`src/rtl/settings_bus_rr_arbiter_pkg.sv`:
```
// -----------------------------------------------------------------------------
// settings_bus_rr_arbiter_pkg
// Shared sizing helpers for the settings-bus round-robin arbiter and its
// per-bus request FIFO.
//   src_width()   : width of a bus index, never less than one bit
//   entry_width() : packed FIFO entry width, {addr, data}
// -----------------------------------------------------------------------------
package settings_bus_rr_arbiter_pkg;

  localparam int MAX_BUSES = 8;

  function automatic int src_width(input int num_buses);
    return (num_buses > 1) ? $clog2(num_buses) : 1;
  endfunction

  function automatic int entry_width(input int awidth, input int dwidth);
    return awidth + dwidth;
  endfunction

endpackage : settings_bus_rr_arbiter_pkg

```
`src/rtl/settings_req_fifo.sv`:
```
// -----------------------------------------------------------------------------
// settings_req_fifo
// Synchronous flop FIFO holding pending settings writes for one requester.
// Depth is 2**FIFO_SIZE. A push while full is accepted only if a pop happens
// in the same cycle, so a full FIFO can still stream at one write per cycle.
// Ports:
//   clk, reset_n     : clock, synchronous active-low reset
//   clear            : synchronous flush, active-high
//   push, push_data  : write request and entry
//   pop, pop_data    : read request and head entry (valid when !empty)
//   empty, full      : occupancy flags
//   count            : number of stored entries, 0..DEPTH
// -----------------------------------------------------------------------------
module settings_req_fifo
  import settings_bus_rr_arbiter_pkg::*;
#(
  parameter int WIDTH     = 40,
  parameter int FIFO_SIZE = 2
) (
  input  logic               clk,
  input  logic               reset_n,
  input  logic               clear,
  input  logic               push,
  input  logic [WIDTH-1:0]   push_data,
  input  logic               pop,
  output logic [WIDTH-1:0]   pop_data,
  output logic               empty,
  output logic               full,
  output logic [FIFO_SIZE:0] count
);

  localparam int DEPTH = 1 << FIFO_SIZE;
  localparam int PTR_W = (FIFO_SIZE > 0) ? FIFO_SIZE : 1;

  logic [WIDTH-1:0]   mem_q [DEPTH];
  logic [WIDTH-1:0]   mem_d [DEPTH];
  logic [PTR_W-1:0]   wr_ptr_q, wr_ptr_d;
  logic [PTR_W-1:0]   rd_ptr_q, rd_ptr_d;
  logic [FIFO_SIZE:0] count_q, count_d;
  logic               do_push, do_pop;

  // Explicit wrap keeps depth-1 FIFOs (FIFO_SIZE == 0) correct.
  function automatic logic [PTR_W-1:0] next_ptr(input logic [PTR_W-1:0] p);
    return (p == PTR_W'(DEPTH - 1)) ? '0 : p + 1'b1;
  endfunction

  assign empty    = (count_q == '0);
  assign full     = (count_q == (FIFO_SIZE+1)'(DEPTH));
  assign count    = count_q;
  assign pop_data = mem_q[rd_ptr_q];
  assign do_pop   = pop && !empty;
  assign do_push  = push && (!full || do_pop);

  // NOTE: every variable assigned in always_comb gets a default first, so no latch is inferred.
  always_comb begin
    mem_d    = mem_q;
    wr_ptr_d = wr_ptr_q;
    rd_ptr_d = rd_ptr_q;
    count_d  = count_q;
    if (clear) begin
      wr_ptr_d = '0;
      rd_ptr_d = '0;
      count_d  = '0;
    end else begin
      if (do_push) begin
        mem_d[wr_ptr_q] = push_data;
        wr_ptr_d        = next_ptr(wr_ptr_q);
      end
      if (do_pop) begin
        rd_ptr_d = next_ptr(rd_ptr_q);
      end
      case ({do_push, do_pop})
        2'b10:   count_d = count_q + 1'b1;
        2'b01:   count_d = count_q - 1'b1;
        default: count_d = count_q;
      endcase
    end
  end

  // NOTE: sequential state uses non-blocking assignments so all flops update from pre-edge values.
  always_ff @(posedge clk) begin
    if (!reset_n) begin
      wr_ptr_q <= '0;
      rd_ptr_q <= '0;
      count_q  <= '0;
    end else begin
      wr_ptr_q <= wr_ptr_d;
      rd_ptr_q <= rd_ptr_d;
      count_q  <= count_d;
    end
  end

  // NOTE: storage is deliberately not reset; count_q gates every read, so stale contents are never observed.
  always_ff @(posedge clk) begin
    mem_q <= mem_d;
  end

endmodule : settings_req_fifo

```
`src/rtl/settings_bus_rr_arbiter.sv`:
```
// -----------------------------------------------------------------------------
// settings_bus_rr_arbiter
// Shares one downstream settings bus between NUM_BUSES requesters. Each
// requester is buffered in its own FIFO; a round-robin scheduler drains one
// write per cycle while out_ready is high, starting after the last bus served.
// Ports:
//   clk, reset_n, clear      : clock, sync active-low reset, sync flush
//   in_set_stb/addr/data     : per-bus settings writes (bus i at slice i)
//   in_full                  : per-bus FIFO full
//   overflow                 : sticky per-bus dropped-strobe flag
//   out_set_stb/addr/data    : registered downstream write
//   out_set_src              : index of the bus that issued the write
//   out_ready                : downstream accepts a grant this cycle
// -----------------------------------------------------------------------------
module settings_bus_rr_arbiter
  import settings_bus_rr_arbiter_pkg::*;
#(
  parameter  int NUM_BUSES = 2,
  parameter  int AWIDTH    = 8,
  parameter  int DWIDTH    = 32,
  parameter  int FIFO_SIZE = 2,
  localparam int SRC_W     = src_width(NUM_BUSES),
  localparam int ENTRY_W   = entry_width(AWIDTH, DWIDTH)
) (
  input  logic                        clk,
  input  logic                        reset_n,
  input  logic                        clear,
  input  logic [NUM_BUSES-1:0]        in_set_stb,
  input  logic [NUM_BUSES*AWIDTH-1:0] in_set_addr,
  input  logic [NUM_BUSES*DWIDTH-1:0] in_set_data,
  output logic [NUM_BUSES-1:0]        in_full,
  output logic [NUM_BUSES-1:0]        overflow,
  output logic                        out_set_stb,
  output logic [AWIDTH-1:0]           out_set_addr,
  output logic [DWIDTH-1:0]           out_set_data,
  output logic [SRC_W-1:0]            out_set_src,
  input  logic                        out_ready
);

  localparam int DEPTH = 1 << FIFO_SIZE;

  logic [ENTRY_W-1:0]   fifo_rdata [NUM_BUSES];
  logic [FIFO_SIZE:0]   fifo_count [NUM_BUSES];
  logic [NUM_BUSES-1:0] fifo_empty, fifo_full, pop;

  logic                 grant_valid;
  logic [SRC_W-1:0]     grant_idx;

  logic [SRC_W-1:0]     last_grant_q, last_grant_d;
  logic [NUM_BUSES-1:0] overflow_q, overflow_d;
  logic                 out_stb_q, out_stb_d;
  logic [AWIDTH-1:0]    out_addr_q, out_addr_d;
  logic [DWIDTH-1:0]    out_data_q, out_data_d;
  logic [SRC_W-1:0]     out_src_q, out_src_d;

  for (genvar i = 0; i < NUM_BUSES; i++) begin : g_fifo
    settings_req_fifo #(
      .WIDTH     (ENTRY_W),
      .FIFO_SIZE (FIFO_SIZE)
    ) u_fifo (
      .clk       (clk),
      .reset_n   (reset_n),
      .clear     (clear),
      .push      (in_set_stb[i]),
      .push_data ({in_set_addr[AWIDTH*i +: AWIDTH], in_set_data[DWIDTH*i +: DWIDTH]}),
      .pop       (pop[i]),
      .pop_data  (fifo_rdata[i]),
      .empty     (fifo_empty[i]),
      .full      (fifo_full[i]),
      .count     (fifo_count[i])
    );
    assign in_full[i] = (fifo_count[i] == (FIFO_SIZE+1)'(DEPTH));
  end

  // Round-robin pick: first non-empty bus after last_grant_q, wrapping.
  always_comb begin : rr_select
    int idx;
    grant_valid = 1'b0;
    grant_idx   = '0;
    idx         = 0;
    if (out_ready) begin
      for (int k = 1; k <= NUM_BUSES; k++) begin
        idx = int'(last_grant_q) + k;
        if (idx >= NUM_BUSES) idx = idx - NUM_BUSES;
        if (!grant_valid && !fifo_empty[SRC_W'(idx)]) begin
          grant_valid = 1'b1;
          grant_idx   = SRC_W'(idx);
        end
      end
    end
  end

  always_comb begin
    pop = '0;
    if (grant_valid) pop[grant_idx] = 1'b1;
  end

  always_comb begin
    last_grant_d = last_grant_q;
    out_stb_d    = 1'b0;
    out_addr_d   = out_addr_q;
    out_data_d   = out_data_q;
    out_src_d    = out_src_q;
    // A strobe is dropped only when its FIFO is full and not draining this cycle.
    overflow_d   = overflow_q | (in_set_stb & fifo_full & ~pop);
    if (clear) begin
      last_grant_d = SRC_W'(NUM_BUSES - 1);
      out_addr_d   = '0;
      out_data_d   = '0;
      out_src_d    = '0;
      overflow_d   = '0;
    end else if (grant_valid) begin
      last_grant_d = grant_idx;
      out_stb_d    = 1'b1;
      {out_addr_d, out_data_d} = fifo_rdata[grant_idx];
      out_src_d    = grant_idx;
    end
  end

  always_ff @(posedge clk) begin
    if (!reset_n) begin
      last_grant_q <= SRC_W'(NUM_BUSES - 1);
      overflow_q   <= '0;
      out_stb_q    <= 1'b0;
      out_addr_q   <= '0;
      out_data_q   <= '0;
      out_src_q    <= '0;
    end else begin
      last_grant_q <= last_grant_d;
      overflow_q   <= overflow_d;
      out_stb_q    <= out_stb_d;
      out_addr_q   <= out_addr_d;
      out_data_q   <= out_data_d;
      out_src_q    <= out_src_d;
    end
  end

  assign overflow     = overflow_q;
  assign out_set_stb  = out_stb_q;
  assign out_set_addr = out_addr_q;
  assign out_set_data = out_data_q;
  assign out_set_src  = out_src_q;

endmodule : settings_bus_rr_arbiter

```
`config.mk`:
```
export PLATFORM = sky130hd
export DESIGN_NAME = settings_bus_rr_arbiter
export DESIGN_NICKNAME = d
export VERILOG_FILES = /design/src/rtl/settings_bus_rr_arbiter_pkg.sv /design/src/rtl/settings_req_fifo.sv /design/src/rtl/settings_bus_rr_arbiter.sv
export SDC_FILE = /design/constraint.sdc
export NUM_CORES = 1
export LEC_CHECK = 0
export CORE_MARGIN = 1
export CORE_UTILIZATION = 30
export DETAILED_ROUTE_END_ITERATION = 6
export PLACE_DENSITY = 0.59
export SLEW_MARGIN = 20
export SYNTH_ARGS = -nofsm -noshare
export SYNTH_HDL_FRONTEND = slang
export SYNTH_SLANG_ARGS = --single-unit
```
`constraint.sdc`:
```
create_clock -name clk -period 14 [get_ports clk]
set_input_delay 2.1 -clock clk [delete_from_list [all_inputs] [get_ports clk]]
set_output_delay 2.1 -clock clk [all_outputs]
set_load 0.01 [all_outputs]
```
==> impl_summary.txt <==
----------------------------------------------------
[Status]
  Result of the run ... complete, but fails checks
  Failing checks ... DRC

[Detailed routing]
  Drt drc ... 16
  DRT antenna net count ... 0
  Total length of routed wires ... 31300 um
  Number of DRC markers after the initial detailed-route iteration ... 628
  Avg Vias per Cell ... 4.75
  Drt pass-1 iters ... 7
  Average wire length per cell after detail routing ... 20.1 um
  Number of vias after detailed routing ... 7386

[Clocking]
  Clock latency on the worst-skew pair ... 0.54 ns
  Post-CTS Setup Repair Bufs ... 0
  TritonCTS Buffers ... 39
  CTS Hold Bufs ... 0
  Clock tree from TritonCTS ... built
  CTS Sinks ... 379
  Clock root buffer ... clkbuf_16
  Resized cells post-CTS ... 0
  Longest Clk Path Bufs ... 3
  CTS H-tree depth ... 2
  CTS clk-pin slew, worst paths ... 0.06 ns

[Power]
  Lkg Pwr ... 5.51 nW
  Worst vdd rail ir drop ... 0.0816 mV
  P per Cell Area ... 133 nW/um2
  Design Power ... 2.33 mW

[Yosys]
  Most frequently used cell type in the post-synthesis netlist ... edfxtp_1
  Post-synthesis instance area ... 14400 um2
  Synthesis-stage register bit count ... 379
  Fraction of registers with async set or reset after synthesis ... 0
  Most instantiated flip-flop cell in the synthesis netlist ... edfxtp_1
  Share of the synthesized area in the top cell type ... 0.669
  Sequential element share of the synthesized area ... 0.751
  Ranking of synthesized cells by area ... edfxtp_1 (67%), mux4_2 (13%), dfxtp_1 (8.2%), nand2_1 (2.3%), a31oi_1 (1.8%)
  Ys Warns ... 0
  Synth Net Count ... 876
  Number of different library cells in the post-synthesis netlist ... 43
  EDFF count, synth ... 320
  Top cell type by total area after synthesis ... edfxtp_1
  Post-Syn Area per Cell ... 18.5 um2
  Cell count after synthesis ... 777
  Leading cell types by count after synthesis ... edfxtp_1 (320), nand2_1 (88), mux4_2 (80)

[Timing]
  Clock Skew ... 0.0175 ns
  Setup Viol. Count Final ... 0
  Relative slew slack ... 0.413
  Peak Freq ... 0.215 GHz
  Setup_tns ... 0 ns
  Final worst-path setup slack ... 9.35 ns
  Fin. max-slew vios ... 0
  Transition time of the tightest slew-check pin ... 0.880 ns
  Setup repair after global routing missed its margin ... no
  Final clock period utilization by the worst path ... 0.332
  Count of final hold-check violations ... 0
  Min Tclk post-route ... 4.65 ns

[Worst setup path]
  Reg2reg start ... g_fifo[0].u_fifo.count[0]
  Slack of the worst reg-to-reg path ... 10.99 ns
  Data arrival time of the worst path ... 5.09 ns
  Critical path launch point type ... input pin
  Required time of the critical path ... 14.43 ns
  Endpoint class of the critical path ... flip-flop
  Classification of the worst setup path ... in -> reg
  Logic depth of the worst register-to-register path ... 10
  Peak fanout along the critical path ... 87
  Critical register-to-register path endpoint ... g_fifo[0].u_fifo.count[2]

[Hold path]
  Worst min-delay path category ... reg -> reg
  Worst hold path cell count ... 2
  Capture endpoint of the worst hold path ... overflow[0]
  HP Start ... overflow[0]

[Run]
  Reported max-cap violation count ... 0

[Die]
  Row count ... 79
  I/O pins ... 132
  Floorplan Core Area ... 46900 um2
  Die area ... 48800 um2
  Initial core utilization ... 0.307
  Vert. Die Dim ... 221 um
  Width of the chip ... 221 um

[Layout]
  Area growth from synthesis to layout ... 22.0%
  Final design utilization ... 0.374
  Share of cells above drive strength 1 ... 0.180
  Fin nets ... 1017
  Post-route insts no fill ... 1555

[Placement]
  Number of input and output port buffers inserted ... 131
  Worst setup slack after placement ... 8.86 ns
  Routability Congestion ... 0.796
  Cell Count Post-Placement ... 1484
  DP HPWL ... 19800 um

[Global route]
  Vias in the first global route ... 7527
  First-pass GRT wire length ... 47100 um
  Antenna violations before repair ... 1
  Total global routing track utilization ... 0.128
  Largest net degree at the start of global routing ... 88
  GR Overflow Total ... 0

----------------------------------------------------
==> registers in the layout, summed over array words and instances, names as in the netlist <==
name and flops:
g_fifo.u_fifo.wr_ptr_q 4, out_set_stb 1, g_fifo.u_fifo.mem_q 320, g_fifo.u_fifo.count 6
g_fifo.u_fifo.rd_ptr_q 4, last_grant_q 1, overflow 2, out_set_data 32
out_set_src 1, out_set_addr 8
==> how the worst max path moves through the flow <==
stage / startpoint / endpoint / slack (ns) / depth (start not counted)
floorplan: out_ready / g_fifo[1].u_fifo.mem_q[0] / 8.04 / 4
global placement: out_ready / g_fifo[0].u_fifo.count[2] / 8.91 / 11
detailed placement: out_ready / g_fifo[0].u_fifo.count[2] / 8.86 / 11
CTS: out_ready / g_fifo[0].u_fifo.count[2] / 9.40 / 11
global route: out_ready / g_fifo[0].u_fifo.count[2] / 9.12 / 11
finish: out_ready / g_fifo[0].u_fifo.count[2] / 9.35 / 11
==> cell usage in the layout (no fill, tap or decap), types with 4 or more instances in the layout <==
cell type / n
inv_1: 12
dfxtp_1: 54
a31oi_1: 42
nor3b_2: 5
edfxtp_1: 320
clkbuf_16: 39
clkbuf_1: 9
buf_4: 16
clkinv_1: 11
and2_2: 4
clkinv_2: 5
nor2_1: 17
ha_1: 11
mux4_2: 80
dfxtp_2: 5
a21oi_1: 10
o21ai_0: 22
o21ai_1: 26
clkdlybuf4s50_1: 131
nand2_1: 88
==> metrics by stage <==
| stage | hold slack [ns] | area (um2) |
|---|---|---|
| after floorplan | 0.478 | 14400 |
| after global placement | 0.469 | 16300 |
| after detailed placement | 0.478 | 16300 |
| after CTS | 0.491 | 17500 |
| after global routing | 0.540 | 17500 |
| final | 0.497 | 17500 |
==> per-layer routing <==
layer | share of wire | GRT usage | vias to the layer above
met5 | 0.00042 | 0 | -
met4 | 0.019 | 0.0350 | 2
met3 | 0.060 | 0.0285 | 44
met2 | 0.47 | 0.204 | 221
met1 | 0.45 | 0.177 | 3752
li1 | - | - | 3367
==> cell families after synthesis <==
family,share of synthesized area
flops,0.751
mux,0.127
xor+xnor,0.00244
compound gates,0.0471
buf+inv,0.0223
fa+ha+maj,0.0124
simple gates,0.0373
==> worst max-delay path, stage by stage <==
cell	delay (ns)
clkdlybuf4s50_1	0.52
o31a_2	0.16
buf_4	0.60
nand2_1	0.26
inv_1	0.19
ha_1	0.20
inv_1	0.06
fa_1	0.37
xor2_1	0.15
or3_1	0.31
a21oi_1	0.16
==> final cells by class <==
| cell class | instances | area, um2 |
|---|---|---|
| Sequential cell | 379 | 10800 |
| Tap cell | 607 | 759 |
| Fill cell | 4389 | 29300 |
| Timing Repair Buffer | 147 | 1430 |
| Clock inverter | 20 | 164 |
| Clock buffer | 50 | 1040 |
| Inverter | 14 | 52.6 |
| Antenna cell | 1 | 2.50 |
| Multi-Input combinational cell | 337 | 3280 |
==> power breakdown <==
part           switching (mW)  internal, mW
registers             0.00743          1.24
logic                  0.0525        0.0477
clock network           0.413         0.562
Note: power is estimated with default switching activity, not from simulation.
